[config.mk]
export PLATFORM = sky130hd
export DESIGN_NAME = gate_bist_ctrl_flat
export DESIGN_NICKNAME = d
export VERILOG_FILES = /design/src/rtl/gate_bist_ctrl_if.sv /design/src/rtl/gate_bist_ctrl.sv /design/src/flat_wrapper.sv
export SDC_FILE = /design/constraint.sdc
export NUM_CORES = 1
export LEC_CHECK = 0
export CELL_PAD_IN_SITES_DETAIL_PLACEMENT = 1
export CELL_PAD_IN_SITES_GLOBAL_PLACEMENT = 2
export CORE_MARGIN = 2
export CORE_UTILIZATION = 30
export CTS_BUF_LIST = sky130_fd_sc_hd__clkbuf_16
export DETAILED_ROUTE_END_ITERATION = 8
export PLACE_DENSITY_LB_ADDON = 0.3
export SETUP_SLACK_MARGIN = 0.4
export SLEW_MARGIN = 20
export SYNTH_ARGS = -nofsm -noshare
export SYNTH_HDL_FRONTEND = slang
export SYNTH_SLANG_ARGS = --single-unit
export TNS_END_PERCENT = 10
[constraint.sdc]
create_clock -name clk -period 2.37 [get_ports clk]
set_input_delay 0.5925 -clock clk [delete_from_list [all_inputs] [get_ports clk]]
set_output_delay 0.5925 -clock clk [all_outputs]
set_load 0.05 [all_outputs]
[src/rtl/gate_bist_ctrl_if.sv]
// Bus between gate_bist_ctrl and its host/gate environment.
// master: host side (drives start and the gate readback).
// slave:  BIST controller side.
interface gate_bist_ctrl_if #(
    parameter int unsigned ERR_W = 8
);
    logic             start;
    logic             a_o;
    logic             b_o;
    logic             y0_i;
    logic             y1_i;
    logic             y2_i;
    logic             busy;
    logic             done;
    logic             pass;
    logic [ERR_W-1:0] err_cnt;
    logic [3:0]       fail_vec;
    logic [2:0]       gate_err;

    modport master (
        output start, y0_i, y1_i, y2_i,
        input  a_o, b_o, busy, done, pass, err_cnt, fail_vec, gate_err
    );

    modport slave (
        input  start, y0_i, y1_i, y2_i,
        output a_o, b_o, busy, done, pass, err_cnt, fail_vec, gate_err
    );
endinterface

[src/rtl/gate_bist_ctrl.sv]
// Self-test sequencer for the two-input gate block (y0=NAND, y1=NOR, y2=NOT a).
// Walks {a,b} through 00,01,10,11 for LOOPS passes, waits SETTLE_CYCLES after
// each drive, samples y0..y2 and accumulates error count and fault flags.
// Optional: define GATE_BIST_STOP_ON_FAIL_EN to end the test at the first
// mismatching sample.
module gate_bist_ctrl #(
    parameter int unsigned SETTLE_CYCLES = 2,
    parameter int unsigned LOOPS         = 1,
    parameter int unsigned ERR_W         = 8
) (
    input  logic            clk,
    input  logic            reset,
    gate_bist_ctrl_if.slave bus
);

    localparam int unsigned VEC_W  = 2;
    localparam int unsigned NVEC   = 4;
    localparam int unsigned SET_W  = (SETTLE_CYCLES > 1) ? $clog2(SETTLE_CYCLES) : 1;
    localparam int unsigned LOOP_W = (LOOPS > 1) ? $clog2(LOOPS) : 1;

    typedef enum logic [2:0] {
        S_IDLE,
        S_DRIVE,
        S_SETTLE,
        S_SAMPLE,
        S_DONE
    } state_t;

    state_t            state;
    logic [VEC_W-1:0]  vec_idx;
    logic [LOOP_W-1:0] loop_idx;
    logic [SET_W-1:0]  settle_cnt;
    logic              a_q;
    logic              b_q;
    logic              busy_q;
    logic              done_q;
    logic              pass_q;
    logic [ERR_W-1:0]  err_q;
    logic [NVEC-1:0]   fail_vec_q;
    logic [2:0]        gate_err_q;

    logic [2:0]        obs_c;
    logic [2:0]        exp_c;
    logic [2:0]        diff_c;
    logic              mismatch_c;
    logic [ERR_W-1:0]  err_sat_c;
    logic              last_settle_c;
    logic              last_vec_c;
    logic              last_loop_c;

    // Expected truth table against the currently driven a/b, plus sequencing flags.
    always_comb begin
        obs_c         = {bus.y2_i, bus.y1_i, bus.y0_i};
        exp_c         = {~a_q, ~(a_q | b_q), ~(a_q & b_q)};
        diff_c        = obs_c ^ exp_c;
        mismatch_c    = |diff_c;
        err_sat_c     = (err_q == {ERR_W{1'b1}}) ? err_q : err_q + ERR_W'(1);
        last_settle_c = (settle_cnt == SET_W'(SETTLE_CYCLES - 1));
        last_vec_c    = (vec_idx == VEC_W'(NVEC - 1));
        last_loop_c   = (loop_idx == LOOP_W'(LOOPS - 1));
    end

    // Sequencer state, drive registers and result registers.
    always_ff @(posedge clk) begin
        if (reset) begin
            state      <= S_IDLE;
            vec_idx    <= '0;
            loop_idx   <= '0;
            settle_cnt <= '0;
            a_q        <= 1'b0;
            b_q        <= 1'b0;
            busy_q     <= 1'b0;
            done_q     <= 1'b0;
            pass_q     <= 1'b0;
            err_q      <= '0;
            fail_vec_q <= '0;
            gate_err_q <= '0;
        end else begin
            done_q <= 1'b0;
            case (state)
                S_IDLE: begin
                    if (bus.start) begin
                        err_q      <= '0;
                        fail_vec_q <= '0;
                        gate_err_q <= '0;
                        pass_q     <= 1'b0;
                        vec_idx    <= '0;
                        loop_idx   <= '0;
                        busy_q     <= 1'b1;
                        state      <= S_DRIVE;
                    end
                end

                S_DRIVE: begin
                    a_q        <= vec_idx[1];
                    b_q        <= vec_idx[0];
                    settle_cnt <= '0;
                    state      <= (SETTLE_CYCLES == 0) ? S_SAMPLE : S_SETTLE;
                end

                S_SETTLE: begin
                    if (last_settle_c) begin
                        state <= S_SAMPLE;
                    end else begin
                        settle_cnt <= settle_cnt + SET_W'(1);
                    end
                end

                S_SAMPLE: begin
                    if (mismatch_c) begin
                        err_q               <= err_sat_c;
                        fail_vec_q[vec_idx] <= 1'b1;
                        gate_err_q          <= gate_err_q | diff_c;
                    end
`ifdef GATE_BIST_STOP_ON_FAIL_EN
                    if (mismatch_c) begin
                        done_q <= 1'b1;
                        pass_q <= 1'b0;
                        state  <= S_DONE;
                    end else
`endif
                    if (!last_vec_c) begin
                        vec_idx <= vec_idx + VEC_W'(1);
                        state   <= S_DRIVE;
                    end else if (!last_loop_c) begin
                        loop_idx <= loop_idx + LOOP_W'(1);
                        vec_idx  <= '0;
                        state    <= S_DRIVE;
                    end else begin
                        // Final sample's own mismatch must count toward pass.
                        done_q <= 1'b1;
                        pass_q <= (err_q == '0) && !mismatch_c;
                        state  <= S_DONE;
                    end
                end

                S_DONE: begin
                    a_q    <= 1'b0;
                    b_q    <= 1'b0;
                    busy_q <= 1'b0;
                    state  <= S_IDLE;
                end

                default: begin
                    state <= S_IDLE;
                end
            endcase
        end
    end

    // Outputs are the registers above, driven straight onto the bus.
    assign bus.a_o      = a_q;
    assign bus.b_o      = b_q;
    assign bus.busy     = busy_q;
    assign bus.done     = done_q;
    assign bus.pass     = pass_q;
    assign bus.err_cnt  = err_q;
    assign bus.fail_vec = fail_vec_q;
    assign bus.gate_err = gate_err_q;

endmodule

[src/flat_wrapper.sv]
// flat-port wrapper written by rule: the top's interface ports become plain ports
module gate_bist_ctrl_flat 
#(
    parameter int unsigned SETTLE_CYCLES = 2,
    parameter int unsigned LOOPS         = 1,
    parameter int unsigned ERR_W         = 8
)
  (clk, reset, bus_start, bus_y0_i, bus_y1_i, bus_y2_i, bus_a_o, bus_b_o, bus_busy, bus_done, bus_pass, bus_err_cnt, bus_fail_vec, bus_gate_err);
  gate_bist_ctrl_if #(.ERR_W(ERR_W)) bus_i ();
  input  logic clk;
  input  logic reset;
  input wire logic [$bits(bus_i.start)-1:0] bus_start;
  input wire logic [$bits(bus_i.y0_i)-1:0] bus_y0_i;
  input wire logic [$bits(bus_i.y1_i)-1:0] bus_y1_i;
  input wire logic [$bits(bus_i.y2_i)-1:0] bus_y2_i;
  output wire logic [$bits(bus_i.a_o)-1:0] bus_a_o;
  output wire logic [$bits(bus_i.b_o)-1:0] bus_b_o;
  output wire logic [$bits(bus_i.busy)-1:0] bus_busy;
  output wire logic [$bits(bus_i.done)-1:0] bus_done;
  output wire logic [$bits(bus_i.pass)-1:0] bus_pass;
  output wire logic [$bits(bus_i.err_cnt)-1:0] bus_err_cnt;
  output wire logic [$bits(bus_i.fail_vec)-1:0] bus_fail_vec;
  output wire logic [$bits(bus_i.gate_err)-1:0] bus_gate_err;
  assign bus_i.start = bus_start;
  assign bus_i.y0_i = bus_y0_i;
  assign bus_i.y1_i = bus_y1_i;
  assign bus_i.y2_i = bus_y2_i;
  assign bus_a_o = bus_i.a_o;
  assign bus_b_o = bus_i.b_o;
  assign bus_busy = bus_i.busy;
  assign bus_done = bus_i.done;
  assign bus_pass = bus_i.pass;
  assign bus_err_cnt = bus_i.err_cnt;
  assign bus_fail_vec = bus_i.fail_vec;
  assign bus_gate_err = bus_i.gate_err;
  gate_bist_ctrl #(.SETTLE_CYCLES(SETTLE_CYCLES), .LOOPS(LOOPS), .ERR_W(ERR_W)) u_core (.clk(clk), .reset(reset), .bus(bus_i));
endmodule
# --- Word level (Yosys, flattened, before mapping) ---
# Cells that the tools add are included.
classes:
  addsub: 4
  shifts: 0
  magnitude_cmp: 2
  eq_ne: 13
  n_bitwise: 10
  n_div: 0
  mux: 35
  mul: 0
  reduce_logical: 18
ops:
  columns: ["op", "n"]
  rows:
  - ["$mux 8", 3]
  - ["$mux 3", 6]
  - ["$pmux 8 s2", 1]
  - ["$pmux 1 s2", 6]
  - ["$pmux 3 s4", 1]
  - ["$mux 1", 9]
  - ["$reduce_and 3->1", 3]
  - ["$add 8x1->8 const B", 1]
  - ["$eq 8x8->1 const B", 1]
  - ["$logic_not 8->1", 1]
  - ["$mux 4", 2]
  - ["$pmux 4 s2", 1]
  - ["$reduce_and 4->1", 2]
  - ["$reduce_bool 2->1", 4]
  - ["$eq 3x2->1 const B", 2]
  - ["$mux 2", 3]
  - ["$ne 2x1->1 const B", 3]
  - ["$ne 2x2->1 const B", 3]
  - ["$pmux 3 s2", 1]
  - ["$reduce_or 3->1", 2]
  - ["$not 1->1", 5]
  - ["$or 4x4->4", 1]
  - ["$pmux 2 s2", 1]
  - ["$reduce_and 2->1", 2]
  - ["other kinds (16)", 18]
word_totals:
  out_inout_bits: 20
  romBits: 0
  in_bits: 6
  latchBits: 0
  reg_bits: 27
  ramBits: 0
  n_memories: 0

# --- Longest topological paths before layout ---
depth:
  ltp_word: 9
  depth_mapped: 6
  mapped_depth_nobuf: 5

# --- Least setup slack after synthesis ---
# Ideal clock, no wire load.
synth_path:
  path_type: "register -> register"
  from: "register u_core.b_q, in the netlist u_core.bus.b_o"
  to: "register u_core.err_q[2], in the netlist u_core.bus.err_cnt[2]"
  required_time_ps: 2248
  setup_ps: 122
  slack_ps: 286
  arrival_ps: 1962
  path_stages_with_launch: 7
  synth_period_minus_slack_ps: 2084
  path_cell_list: "dfxtp_1 clkbuf_1 nand4bb_1 o32ai_1 a31o_2 or2_4 a311o_1"
synth_between:
  elab_chain_cells: 6
  word_cells_on_any_way: 8
  classes_between: "eq/ne: 1; bitwise: 5; reduce/logical: 2"
synth_rtl:
  columns: ["item", "line_no", "rtl"]
  rows:
  - ["from (decl)", "gate_bist_ctrl.sv:34", "logic b_q;"]
  - ["from (signal assigned)", "gate_bist_ctrl.sv:96", "b_q <= vec_idx[0];"]
  - ["$and 1x1->1 or $or 1x1->1 (tied branches)", "gate_bist_ctrl.sv:54", "exp_c = {~a_q, ~(a_q | b_q), ~(a_q & b_q)};"]
  - ["$not 1->1", "gate_bist_ctrl.sv:54", null]
  - ["$xor 3x3->3 *", "gate_bist_ctrl.sv:55", "diff_c = obs_c ^ exp_c;"]
  - ["$reduce_or 3->1 *", "gate_bist_ctrl.sv:56", "mismatch_c = |diff_c;"]
  - ["$ne 2x1->1 (no source line) *", null, null]
  - ["$reduce_and 4->1 (no source line) *", null, null]
  - ["to (signal assigned)", "gate_bist_ctrl.sv:111", "err_q <= err_sat_c;"]
  - ["to (decl)", "gate_bist_ctrl.sv:38", "logic [ERR_W-1:0] err_q;"]
# Every way passes the cells marked *; elsewhere a longest branch is shown, timed or not.
# A chain may end at the register's enable or synchronous reset.

# --- Worst setup path after layout ---
layout_path:
  from: "register u_core.err_q[4], in the netlist u_core.bus.err_cnt[4]"
  to: "output bus_err_cnt[4]"
layout_lines:
  columns: ["item", "line_no", "rtl"]
  rows:
  - ["to (decl)", "flat_wrapper.sv:21", "output wire logic [$bits(bus_i.err_cnt)-1:0] bus_err_cnt;"]
# No word-level cell between the ends.

==> summary.txt <==
Worst setup path
  – Critical path, cell by cell: clkdlybuf4s50_1
  – CP Launch Point: u_core.bus.err_cnt[4]$_SDFFE_PP0P_
  – Max incr delay on CP: 0.85 ns
  – Setup Crit Path Kind: reg -> out
  – Critical path endpoint category: output port
  – Crit path max-delay family: buffers and inverters
  – Slowest CP cell: clkdlybuf4s50_1
  – Critical path fanouts, max: 5
  – Critical Path Source Type: flip-flop
  – Endpoint required time on the critical path: 1.78 ns
  – Start of the worst register-to-register path: u_core.state[1]$_SDFFE_PP0P_
  – Buf+Inv Stages, Crit Path: 1
  – Worst Path Arrival: roughly 1.5 ns

Routing
  – Remaining antenna violation count: 0
  – Iteration-0 DRC Markers: 15
  – Via density: about 5.1
  – Via count: between 1000 and 1500
  – DRC: 0
  – Detailed Routing Iterations Pass 1: 4
  – WL/cell: 15.3 um
  – Drt total wl: 3510 um

STA
  – Worst hold slack: between 0.4 and 0.5 ns
  – Final Skew: approximately 0.0073 ns
  – Least-Margin Pin Slew: slightly above 0.5 ns
  – Final hold viol count: 0
  – Final Critical Period: about 2.1 ns
  – Fin crit share: about nine tenths
  – Pins over their slew limit: 0
  – Final Setup Violations: 0
  – PnR worst setup slack: approximately 0.24 ns
  – Unrepaired setup endpoints after global routing: true
  – Max_slew headroom: about two thirds
  – FMAX: 0.470 GHz

Yosys
  – Synth top area cells: dfxtp_1 39%, ha_1 5.7%, a22o_1 5.3%, nand2_1 3.1%, nor2_1 3.1%
  – Yosys reg bits: 26
  – Synthesized area per cell: between 9 and 10 sq um
  – Post-synth top area cell: dfxtp_1
  – Syn Inst Count: 145
  – Share of the synthesized area in the top cell type: between 30% and 40%
  – YS warnings: 0
  – Post-Synthesis Net Count: roughly 160
  – Post-synthesis sequential area ratio: about two fifths
  – Post-Syn Area: 0.00132 sq mm
  – Netlist cell types: between 40 and 50

Place
  – Pre-CTS WS: -0.151 ns
  – GPL Wtd Cong: just under 0.8
  – Dpl hpwl: ~2500 um
  – Count of input and output buffers: 25
  – DP Area: 0.00167 sq mm

Clock network
  – Clk sinks: 26
  – Total CTS buffers: 3
  – CTS clk-pin slew, worst paths: approximately 0.060 ns
  – Cts hold-fix bufs: 0
  – CTS tree: built
  – H-tree depth: 1
  – Clk buf depth: 2
  – Clk root buf: clkbuf_16
  – Worst-Skew Late Latency: around 0.27 ns

Floorplanning
  – IO Count: 26
  – Die Y: about 70 um
  – Die area: just under 0.005 sq mm
  – Starting Density: a little under a third
  – Core Region: between 0.004 and 0.005 sq mm
  – Rows: 24
  – Die width: roughly 70 um

Power and ir drop
  – Pwr dens: around 620 mW/mm^2
  – Worst VDD drop: 0.244 mV
  – Pwr Total: between 1 and 1.5 mW
  – Static leakage: approximately 0.74 nW

GRT
  – GRT overflow: 0
  – First-pass GRT wire length: around 5900 um
  – Number of global-route vias before repair: 1226
  – GRT Util Overall: about 15%
  – Largest net degree at the start of global routing: 17
  – Initial antenna violation count: 0

Worst hold path
  – Hold WC Path Type: reg -> reg
  – Worst hold start: u_core.bus.fail_vec[2]$_SDFFE_PP0P_

Finish
  – Synthesis-to-layout area growth: 36.1%
  – Fin util: about two fifths
  – Antenna Cells: 0
  – Share of cells above drive strength 1: 14.1%
  – Design area: between 0.0015 and 0.002 sq mm
  – Fill count: 515
  – Layout net count: 190

Outcome
  – Status: finished clean

Flow run
  – Max Cap Viol: 0
[final timing paths]
kind                                              end  slack [ns]  cells past startpoint
hold / removal    u_core.bus.fail_vec[2]$_SDFFE_PP0P_        0.48                      1
setup / recovery                       bus_err_cnt[4]        0.24                      1
setup reg to reg   u_core.bus.err_cnt[2]$_SDFFE_PP0P_        0.41                      5
hold reg to reg   u_core.bus.fail_vec[2]$_SDFFE_PP0P_        0.48                      1
[sequential cells by signal, indices dropped and copies added (netlist names)]
name and cells:
u_core.bus.a_o 1, u_core.bus.fail_vec 4, u_core.bus.done 1, u_core.bus.gate_err 3, u_core.bus.err_cnt 8, u_core.bus.b_o 1, u_core.bus.pass 1, u_core.bus.busy 1
u_core.vec_idx 2, u_core.state 3, u_core.last_settle_c 1
[cell families after synthesis]
family          synth area share (%)
flops                           39.5
compound gates                  19.7
simple gates                    24.6
fa+ha+maj                       5.69
buf+inv                         4.84
xor+xnor                        2.66
mux                             3.04
[routing by layer]
metal | global-route usage [%] | vias to the layer above | part of all wire (%)
li1 | - | 593 | -
met2 | 25.1 | 19 | 47
met3 | 2.16 | 6 | 2.6
met5 | 0 | - | 0
met1 | 19.1 | 561 | 49
met4 | 7.05 | 0 | 2.0
[cells in the final DEF (no fill, tap or decap), drive strengths merged, types with 2 or more instances in the layout]
| cell | count |
|---|---|
| a22oi | 2 |
| nand2 | 11 |
| nor2 | 12 |
| clkdlybuf4s50 | 18 |
| nor3 | 4 |
| nor4b | 3 |
| nand3b | 2 |
| o21ai | 5 |
| xnor2 | 4 |
| o21bai | 2 |
| inv | 5 |
| dfxtp | 26 |
| a22o | 8 |
| a31o | 2 |
| nand3 | 4 |
| o311ai | 2 |
| clkbuf | 3 |
| or2 | 3 |
| nor4 | 2 |
| a31oi | 3 |
| and2 | 5 |
| mux2i | 4 |
| a21oi | 4 |
| o22ai | 2 |
| dlygate4sd2 | 4 |
| o31ai | 2 |
| and3 | 2 |
| nand4 | 2 |
| buf | 11 |
| dlymetal6s2s | 3 |
| ha | 6 |
[cell type report]
class	instances	area, sq um	area share (%)
Clock buffer	3	75.1	4.18
Timing Repair Buffer	36	335	18.7
Sequential cell	26	523	29.1
Multi-Input combinational cell	106	747	41.6
Inverter	5	18.8	1.05
Tap cell	52	65.1	3.63
Clock inverter	1	30.0	1.67
[where the power goes]
part           switching [mW]  internal (mW)  total (mW)
logic                  0.0759         0.0635       0.139
registers              0.0180          0.448       0.466
clock network           0.164          0.337       0.500
[Yosys cell counts, drive strengths merged]
| cell | count |
|---|---|
| nand2b | 1 |
| nor4 | 2 |
| o31ai | 2 |
| nor2b | 1 |
| o21ai | 5 |
| dfxtp | 26 |
| a21oi | 4 |
| mux2i | 4 |
| ha | 6 |
| nand4bb | 1 |
| nand4 | 2 |
| clkbuf | 6 |
| a211oi | 1 |
| and3 | 2 |
| and2 | 5 |
| and3b | 1 |
| o21bai | 2 |
| a311o | 1 |
| nor4b | 3 |
| a22o | 8 |
| xnor2 | 4 |
| inv | 5 |
| nand3b | 2 |
| buf | 2 |
| a22oi | 2 |
| and4b | 1 |
| nand3 | 4 |
| o32ai | 1 |
| o311ai | 2 |
| nand2 | 11 |
| a31oi | 3 |
| o22ai | 2 |
| or2 | 3 |
| nor2 | 12 |
| a31o | 2 |
| or3 | 1 |
| o21a | 1 |
| nor3 | 4 |
[what timing repair did]
item                       CTS  global route
hold endpoints to repair     0             0
setup endpoints to repair   36            30
setup buffers                1             0
resized for setup            7             3
[metrics by stage]
stage	instances	TNS (ns)
after detailed placement	224	-0.523
after global placement	224	-0.0548
after floorplan	145	0
final	229	0
after global routing	229	0
after CTS	229	0
No activity file was read; power rests on OpenSTA's default activity.
